## src/rtl/sample_quantizer.sv

```systemverilog
// sample_quantizer
//   Decimates a 12-bit offset-binary sample stream by DECIM and converts each
//   kept sample to 8-bit signed two's complement. Results go through a
//   2-entry FIFO with a valid/ready handshake toward the consumer. Samples
//   that arrive while the FIFO is full and not draining are dropped and
//   counted.
//
//   Build option: define SAT_ROUND_EN to round to nearest and saturate to
//   -128..+127. Without it the 8-bit result is a plain truncation, bits [11:4].
//
//   Parameter
//     DECIM      decimation ratio, 1..256 (default 16)
//   Ports
//     clk        system clock, rising edge
//     rst        synchronous active-high reset
//     in_en      in_data qualifier
//     in_data    12-bit offset-binary sample, 0x800 = zero
//     out_valid  out_data holds a valid sample (oldest FIFO entry)
//     out_ready  consumer accepts out_data this cycle
//     out_data   8-bit signed sample
//     drop_cnt   number of dropped samples, saturates at 255
//     overflow   sticky: at least one sample dropped since reset
module sample_quantizer #(
  parameter int DECIM = 16
) (
  input  logic        clk,
  input  logic        rst,
  input  logic        in_en,
  input  logic [11:0] in_data,
  output logic        out_valid,
  input  logic        out_ready,
  output logic [7:0]  out_data,
  output logic [7:0]  drop_cnt,
  output logic        overflow
);

  // DECIM=1 still needs a 1-bit counter; it simply stays at 0.
  localparam int            CW       = (DECIM > 1) ? $clog2(DECIM) : 1;
  localparam logic [CW-1:0] CNT_LAST = CW'(DECIM - 1);

  typedef enum logic [1:0] {
    EMPTY = 2'd0,
    ONE   = 2'd1,
    FULL  = 2'd2
  } fifo_state_t;

  // Offset-binary to signed (invert MSB), then reduce 12 -> 8 bits.
  function automatic logic [7:0] quantize(input logic [11:0] d);
    logic [11:0] s;
`ifdef SAT_ROUND_EN
    logic [12:0] sum;
    logic [8:0]  shr;
`endif
    s = {~d[11], d[10:0]};
`ifdef SAT_ROUND_EN
    // Sign-extend to 13 bits so +8 cannot wrap; bits [12:4] are the
    // arithmetic shift by 4, a 9-bit signed value in -128..+128.
    sum = {s[11], s} + 13'd8;
    shr = sum[12:4];
    if (!shr[8] && shr[7]) begin
      quantize = 8'h7F;
    end else if (shr[8] && !shr[7]) begin
      quantize = 8'h80;
    end else begin
      quantize = shr[7:0];
    end
`else
    quantize = s[11:4];
`endif
  endfunction

  logic [CW-1:0] r_cnt;
  fifo_state_t   r_state;
  fifo_state_t   w_state_next;
  logic [7:0]    r_head;
  logic [7:0]    r_tail;
  logic          r_valid;
  logic [7:0]    r_drop_cnt;
  logic          r_overflow;

  logic          w_capture;
  logic          w_pop;
  logic [7:0]    w_q;
  logic          w_load_head;
  logic          w_head_from_tail;
  logic          w_load_tail;
  logic          w_drop;

  assign w_capture = in_en && (r_cnt == CNT_LAST);
  assign w_pop     = r_valid && out_ready;
  assign w_q       = quantize(in_data);

  // Decimation counter; advances on every enabled input, ignores backpressure.
  always_ff @(posedge clk) begin
    if (rst) begin
      r_cnt <= '0;
    end else if (in_en) begin
      if (r_cnt == CNT_LAST) begin
        r_cnt <= '0;
      end else begin
        r_cnt <= r_cnt + {{(CW-1){1'b0}}, 1'b1};
      end
    end else begin
      r_cnt <= r_cnt;
    end
  end

  // FIFO occupancy next state and datapath steering.
  always_comb begin
    w_state_next     = r_state;
    w_load_head      = 1'b0;
    w_head_from_tail = 1'b0;
    w_load_tail      = 1'b0;
    w_drop           = 1'b0;
    case (r_state)
      EMPTY: begin
        // out_valid is low here, so no pop can coincide with this push.
        if (w_capture) begin
          w_load_head  = 1'b1;
          w_state_next = ONE;
        end else begin
          w_state_next = EMPTY;
        end
      end
      ONE: begin
        if (w_capture && w_pop) begin
          w_load_head  = 1'b1;
          w_state_next = ONE;
        end else if (w_capture) begin
          w_load_tail  = 1'b1;
          w_state_next = FULL;
        end else if (w_pop) begin
          w_state_next = EMPTY;
        end else begin
          w_state_next = ONE;
        end
      end
      FULL: begin
        if (w_capture && w_pop) begin
          w_head_from_tail = 1'b1;
          w_load_tail      = 1'b1;
          w_state_next     = FULL;
        end else if (w_capture) begin
          w_drop       = 1'b1;
          w_state_next = FULL;
        end else if (w_pop) begin
          w_head_from_tail = 1'b1;
          w_state_next     = ONE;
        end else begin
          w_state_next = FULL;
        end
      end
      default: begin
        w_state_next = EMPTY;
      end
    endcase
  end

  // FIFO state register and registered out_valid.
  always_ff @(posedge clk) begin
    if (rst) begin
      r_state <= EMPTY;
      r_valid <= 1'b0;
    end else begin
      r_state <= w_state_next;
      r_valid <= (w_state_next != EMPTY);
    end
  end

  // FIFO storage: head is the oldest entry and drives out_data directly.
  always_ff @(posedge clk) begin
    if (rst) begin
      r_head <= 8'h00;
      r_tail <= 8'h00;
    end else begin
      if (w_load_head) begin
        r_head <= w_q;
      end else if (w_head_from_tail) begin
        r_head <= r_tail;
      end else begin
        r_head <= r_head;
      end
      if (w_load_tail) begin
        r_tail <= w_q;
      end else begin
        r_tail <= r_tail;
      end
    end
  end

  // Drop counter (saturating) and sticky overflow flag.
  always_ff @(posedge clk) begin
    if (rst) begin
      r_drop_cnt <= 8'h00;
      r_overflow <= 1'b0;
    end else if (w_drop) begin
      if (r_drop_cnt != 8'hFF) begin
        r_drop_cnt <= r_drop_cnt + 8'h01;
      end else begin
        r_drop_cnt <= r_drop_cnt;
      end
      r_overflow <= 1'b1;
    end else begin
      r_drop_cnt <= r_drop_cnt;
      r_overflow <= r_overflow;
    end
  end

  assign out_valid = r_valid;
  assign out_data  = r_head;
  assign drop_cnt  = r_drop_cnt;
  assign overflow  = r_overflow;

endmodule

```

## config.mk

```make
export PLATFORM = sky130hd
export DESIGN_NAME = sample_quantizer
export DESIGN_NICKNAME = d
export VERILOG_FILES = /design/src/rtl/sample_quantizer.sv
export SDC_FILE = /design/constraint.sdc
export NUM_CORES = 1
export LEC_CHECK = 0
export BUFFER_PORTS_ARGS = -buffer_cell sky130_fd_sc_hd__buf_4
export CORE_UTILIZATION = 48
export DETAILED_ROUTE_END_ITERATION = 12
export PLACE_DENSITY = 0.74
export REMOVE_ABC_BUFFERS = 1
export SLEW_MARGIN = 40
export SYNTH_ARGS = -nofsm -noshare
export SYNTH_HDL_FRONTEND = slang
export SYNTH_SLANG_ARGS = --single-unit
```

## constraint.sdc

```tcl
create_clock -name clk -period 1.8 [get_ports clk]
set_clock_uncertainty 0.15 [all_clocks]
set_input_delay 0.36 -clock clk [delete_from_list [all_inputs] [get_ports clk]]
set_output_delay 0.36 -clock clk [all_outputs]
set_load 0.01 [all_outputs]
```

Yosys cells after proc, flatten, opt, wreduce, memory -nomap -nowiden
Cells that the tools add are included.
{ "word_totals": {"register_bits": 32, "ram_bits": 0, "memories": 0, "latch_bits": 0, "romBits": 0, "out_inout_bits": 18} }
{ "classes": {"n_div": 0, "n_bitwise": 1, "addsub": 2, "reduce_logical": 7, "n_shift": 0, "multipliers": 0, "n_mux": 21, "magnitude_cmp": 0, "eq_ne": 4} }
{ "op_table": {"columns": ["op", "n"], "rows": [
  ["two-way mux 8 bit", 2],
  ["two-way mux 1 bit", 10],
  ["two-way mux 2 bit", 5],
  ["adder 8 x 1 -> 8 bit (second input constant)", 1],
  ["inequality test 8 bit (second input constant)", 1],
  ["one-hot mux 2 bit (3 select lines)", 1],
  ["adder 4 x 1 -> 4 bit (second input constant)", 1],
  ["== test 4 bit (second input constant)", 1],
  ["two-way mux 4 bit", 1],
  ["one-hot mux 1 bit (2 select lines)", 2],
  ["nonzero test 2 bit", 2],
  ["logical AND 1 bit", 3],
  ["== test 2 x 1 -> 1 bit (second input constant)", 1],
  ["== test 2 bit (second input constant)", 1],
  ["zero test 2 bit", 1],
  ["AND reduction 2 bit", 1],
  ["inverter 1 bit", 1]
]} }

Logic depth before layout (Yosys ltp)
{ "depth": {"depth_word": 7, "mapped_depth": 9, "depth_no_buf": 7} }

Worst setup path after synthesis
Ideal clock, no wire load.
{ "synth_path": {"path_type": "reg-to-reg", "startpoint": "reg r_cnt[0]", "endpoint": "reg r_drop_cnt[7], in the netlist drop_cnt[7]", "setup_time_ns": 0.121, "slack_ns": -0.218, "path_stages_with_launch": 9, "t_arrival_ns": 1.747, "path_buffers": 1, "cell_sequence": "dfxtp_1 > ha_1 > nand4_4 > inv_2 > ha_1 > buf_2 > nand3_1 > nor3_1 > mux2_2"} }
{ "synth_via": {"elab_chain_len": 6, "elab_cells_between_ends": 7, "classes_between": "eq/ne (1); mux (3); reduce/logical (3)"} }
{ "synth_rtl": {"columns": ["element", "line", "rtl"], "rows": [
  ["start: declaration", "72", "logic [CW-1:0] r_cnt;"],
  ["start signal: assignment", "101", "r_cnt <= r_cnt + {{(CW-1){1'b0}}, 1'b1};"],
  ["start signal: assignment", "104", "r_cnt <= r_cnt;"],
  ["== test 4 bit (*)", "89", "assign w_capture = in_en && (r_cnt == CNT_LAST);"],
  ["logical AND 1 bit (*)", "89", null],
  ["two-way mux 1 bit / logical AND 1 bit (equally long branches)", "143, 139", null],
  ["two-way mux 1 bit (*)", null, null],
  ["two-way mux 1 bit (*)", "115", "case (r_state)"],
  ["AND reduction 2 bit (no line) (*)", null, null],
  ["end signal: assignment", "198", "r_drop_cnt <= r_drop_cnt + 8'h01;"],
  ["end signal: assignment", "200", "r_drop_cnt <= r_drop_cnt;"],
  ["end signal: assignment", "204", "r_drop_cnt <= r_drop_cnt;"],
  ["end: declaration", "78", "logic [7:0] r_drop_cnt;"]
]} }
Mark *: on every way between the ends. The rest lies on a longest branch, timed or not.
A chain may end at the register's enable or synchronous reset.

Worst setup path in the final report
{ "layout_path": {"startpoint": "reg r_cnt[1]", "endpoint": "reg r_tail[6]"} }
{ "layout_via": {"elab_chain_len": 5, "elab_cells_between_ends": 7, "classes_between": "eq/ne (1); mux (4); reduce/logical (2)"} }
{ "layout_rtl": {"columns": ["element", "line", "rtl"], "rows": [
  ["== test 4 bit (*)", "89", null],
  ["logical AND 1 bit (*)", "89", null],
  ["two-way mux 1 bit / logical AND 1 bit (equally long branches)", "129, 126, 139", null],
  ["two-way mux 1 bit (on tied branches)", "126, 139", null],
  ["one-hot mux 1 bit (2 select lines) (*)", "115", null],
  ["end signal: assignment", "184", "r_tail <= w_q;"],
  ["end signal: assignment", "186", "r_tail <= r_tail;"],
  ["end: declaration", "76", "logic [7:0] r_tail;"]
]} }
Marked as above.

==> impl_metrics.csv <==
group,metric,value,unit
worst_hold_path,min_to,"r_tail[7]",
global_routing,antenna_found_initial,0,
floorplan,die-width,60.57,microns
worst_setup_path,crit_fanout,5,
floorplan,core_area,3153,sq um
place,globalplace.congestion,0.7692,
yosys,synth_area,1647,sq um
yosys,synth.most_common_cell,"dfxtp_1",
sta,hold_viol,0,
yosys,synth_top_area_share,38.91,%
clock_tree,insertion_delay,320,ps
sta,rsz0062_at_grt,"true",
layout,nets,261,
sta,tightest_slew,391.3,ps
place,portBuffers,29,
clock_tree,cts_buffers,5,
clock_tree,clockBufferDepth,2,
sta,post-route-min-period,1749,ps
global_routing,gr-total-overflow,0,
clock_tree,cts-htree-levels,2,
yosys,synth_cell_types,37,
layout,post-route-cell-area,2263,sq um
worst_setup_path,r2r-start,"r_cnt[1]",
place,dp_cells,269,
detailed_routing,drtIter0Drc,89,
yosys,synth_edf_count,0,
pwr,internal_power,879.1,uW
yosys,synth-seq-cells,32,
sta,maxSlewHeadroom,73.58,%
layout,area_growth,37.46,%
worst_setup_path,slowest_delay,340,ps
detailed_routing,drt-total-wl,4161,microns
detailed_routing,wire_per_inst,15.02,microns
yosys,syn_inst,183,
yosys,synth-async-reset-ratio,0,%
pwr,combPwrFrac,6.6,%
clock_tree,postCtsHoldBufs,0,
yosys,yosysSeqAreaShare,38.91,%
worst_hold_path,worstHoldStart,"in_data[11]",
floorplan,ioPinCount,34,
floorplan,rows,20,
pwr,power_density,500.8,nW/um^2
global_routing,grt.total_usage,22.83,%
place,placed_cell_area,2048,sq um
worst_setup_path,cp.required,1860,ps
layout,diodes,0,
sta,fmax,571.7,MHz
run,maxCapViolCount,0,
worst_hold_path,whs_path_depth,2,
pwr,leakage,0.0009381,uW
yosys,synthTopCellsByArea,"dfxtp_1 (39%), a21oi_1 (7.6%), ha_1 (7.6%)",
worst_setup_path,critPathKind,"flop to flop",
layout,final_util,71.79,%
place,dp_hpwl,2941,microns
global_routing,grt_max_degree,19,
floorplan,dieArea,3669,sq um
pwr,swShare,22.46,%
detailed_routing,route.detailed.drc,0,
detailed_routing,via_per_inst,5.755,
global_routing,grt_pass1_vias,1402,
worst_setup_path,worstSetupEndpointType,"flop",
worst_setup_path,critPathSlowestCell,"dfxtp_2",
worst_setup_path,crit_top_cell,"ha_4",
clock_tree,path_clk_slew,80,ps
worst_setup_path,crit_path_cell_trace,"ha_4, nand4_4, inv_4, buf_4, ha_4, a22o_4, buf_6, nand3_2, a21oi_1",
detailed_routing,ant_nets,0,
pwr,pwr-share-seq,63.1,%
sta,setup_viol,0,
worst_setup_path,rr_worst_depth,9,
worst_setup_path,r2r_slack,50,ps
worst_setup_path,reg2reg_to,"r_tail[6]",
outcome,outcome,"complete, no violations",
yosys,yosysTopAreaCell,"dfxtp_1",
clock_tree,cts_tree,"done",
detailed_routing,vias,1594,
floorplan,die_h,60.57,microns
pwr,ir_worst_vdd,0.0004219,V
layout,ff_latch_area,643.1,sq um
detailed_routing,drt_pass1_iterations,4,
pwr,pwr-share-clk,30.3,%
yosys,synth_ff_type,"dfxtp_1",
worst_setup_path,worstPathArrival,1810,ps
worst_setup_path,cp-start-kind,"flop",
yosys,synth_common_cells,"dfxtp_1 (32), a21oi_1 (25)",
yosys,ys_warn_count,0,
global_routing,grt_pass1_wl,6285,microns
pwr,p_sw,254.6,uW
yosys,syn_avg_cell_area,8.998,sq um
layout,drive_above_1_share,38.63,%
floorplan,initial_core_util,52.22,%
layout,fillers,256,
sta,post-route-period-util,97.18,%
worst_hold_path,hold_path.class,"input port to flop",
sta,drv_slew,0,
layout,stdcell_count,277,
clock_tree,cts_root_buf,"clkbuf_4",
clock_tree,clock_sinks,32,
layout,multi_input_area,1060,sq um
## stage by stage
stage                     setup TNS [ps]  total power (uW)  hold WS (ps)  setup WS [ps]
after global routing              -37.59              1175         129.3         -18.72
after floorplan                    -2508             750.6         279.1         -240.3
final                                  0              1134         124.1          50.81
after global placement             -2032             795.1         305.3         -161.9
after CTS                              0              1141         106.7          1.588
after detailed placement           -3052             798.8         325.8         -230.3
## sequential cells by signal, summed over array words and instances, names as in the netlist
name,flops
r_tail,8
r_state,2
out_data,8
drop_cnt,8
r_cnt,4
out_valid,1
overflow,1
## power groups by stage
| stage | Sequential, uW | Clock (uW) | Combinational (uW) |
|---|---|---|---|
| 2_1_floorplan | 731 | 0 | 19.9 |
| 3_3_place_gp | 729 | 0 | 65.8 |
| 3_5_place_dp | 730 | 0 | 69.3 |
| 4_1_cts | 715 | 354 | 71.8 |
| 5_1_grt | 716 | 378 | 81.8 |
| 6_report | 715 | 343 | 75.3 |
## per-layer routing
| layer | track usage [%] | up-vias | part of all wire, % |
|---|---|---|---|
| met4 | 6.818 | 0 | 0.77 |
| met1 | 30.28 | 762 | 44 |
| li1 | - | 786 | - |
| met3 | 3.838 | 3 | 4.9 |
| met5 | 0 | - | 0 |
| met2 | 38.15 | 43 | 51 |
## what timing repair did
action / in CTS / in global routing
gates resized for setup: 16 / 22
cloned: 0 / 0
setup buffers: 2 / 1
endpoints found under the setup margin: 25 / 21
pin swaps: 4 / 9
## how the worst max path moves through the flow
stage                              to  startpoint  depth (start not counted)
after floorplan             r_tail[7]    r_cnt[0]                          7
after global placement      r_tail[6]    r_cnt[0]                          9
after detailed placement  drop_cnt[7]    r_cnt[0]                          7
after CTS                 drop_cnt[3]    r_cnt[1]                          8
after global routing      drop_cnt[7]    r_cnt[0]                          7
final                       r_tail[6]    r_cnt[1]                          9
## cells by family (layout without fill, tap and decap cells)
| logic type | count (synthesis) | after routing | share of synthesized area, % |
|---|---|---|---|
| adders and majority gates | 10 | 10 | 7.599 |
| buffers and inverters | 20 | 70 | 5.167 |
| DFF | 32 | 32 | 38.91 |
| muxes | 12 | 12 | 7.447 |
| and+or+nand+nor | 54 | 54 | 19.91 |
| xor gates and xnor gates | 1 | 1 | 0.5320 |
| AOI/OAI and AO/OA | 54 | 54 | 20.44 |
## area by class of cell
type	instances	area share (%)
tap	44	2.432
inverter	9	1.603
timing repair buffer	56	19.07
sequential	32	28.41
multi-input combinational	131	46.82
clock buffer	5	1.658
## worst max-delay path: cells and delay by family, from the launching register on
kind	cells	cell delay, ps
AOI/OAI and AO/OA	2	330
buffers and inverters	3	330
and+or+nand+nor	2	140
adders and majority gates	2	340
DFF	1	340
## layout by cell type, fill, tap and decap left out, types with 2 or more instances in the layout
master and n:
a211oi_1 2, a21oi_1 23, a21oi_2 2, a22oi_2 2, and3_1 2, and4_1 2, and4b_1 2, buf_4 53
buf_6 3, clkbuf_4 5, dfxtp_1 30, dfxtp_2 2, ha_1 5, ha_4 4, inv_1 8, mux2_2 2
mux2i_1 10, nand2_1 10, nand3_1 5, nand3_2 5, nand3b_1 8, nand4_1 2, nor2_1 4, nor2b_1 2
nor3_1 4, o21ai_0 2, o21ai_1 6, o311ai_0 7
(Power assumes the default switching activity.)
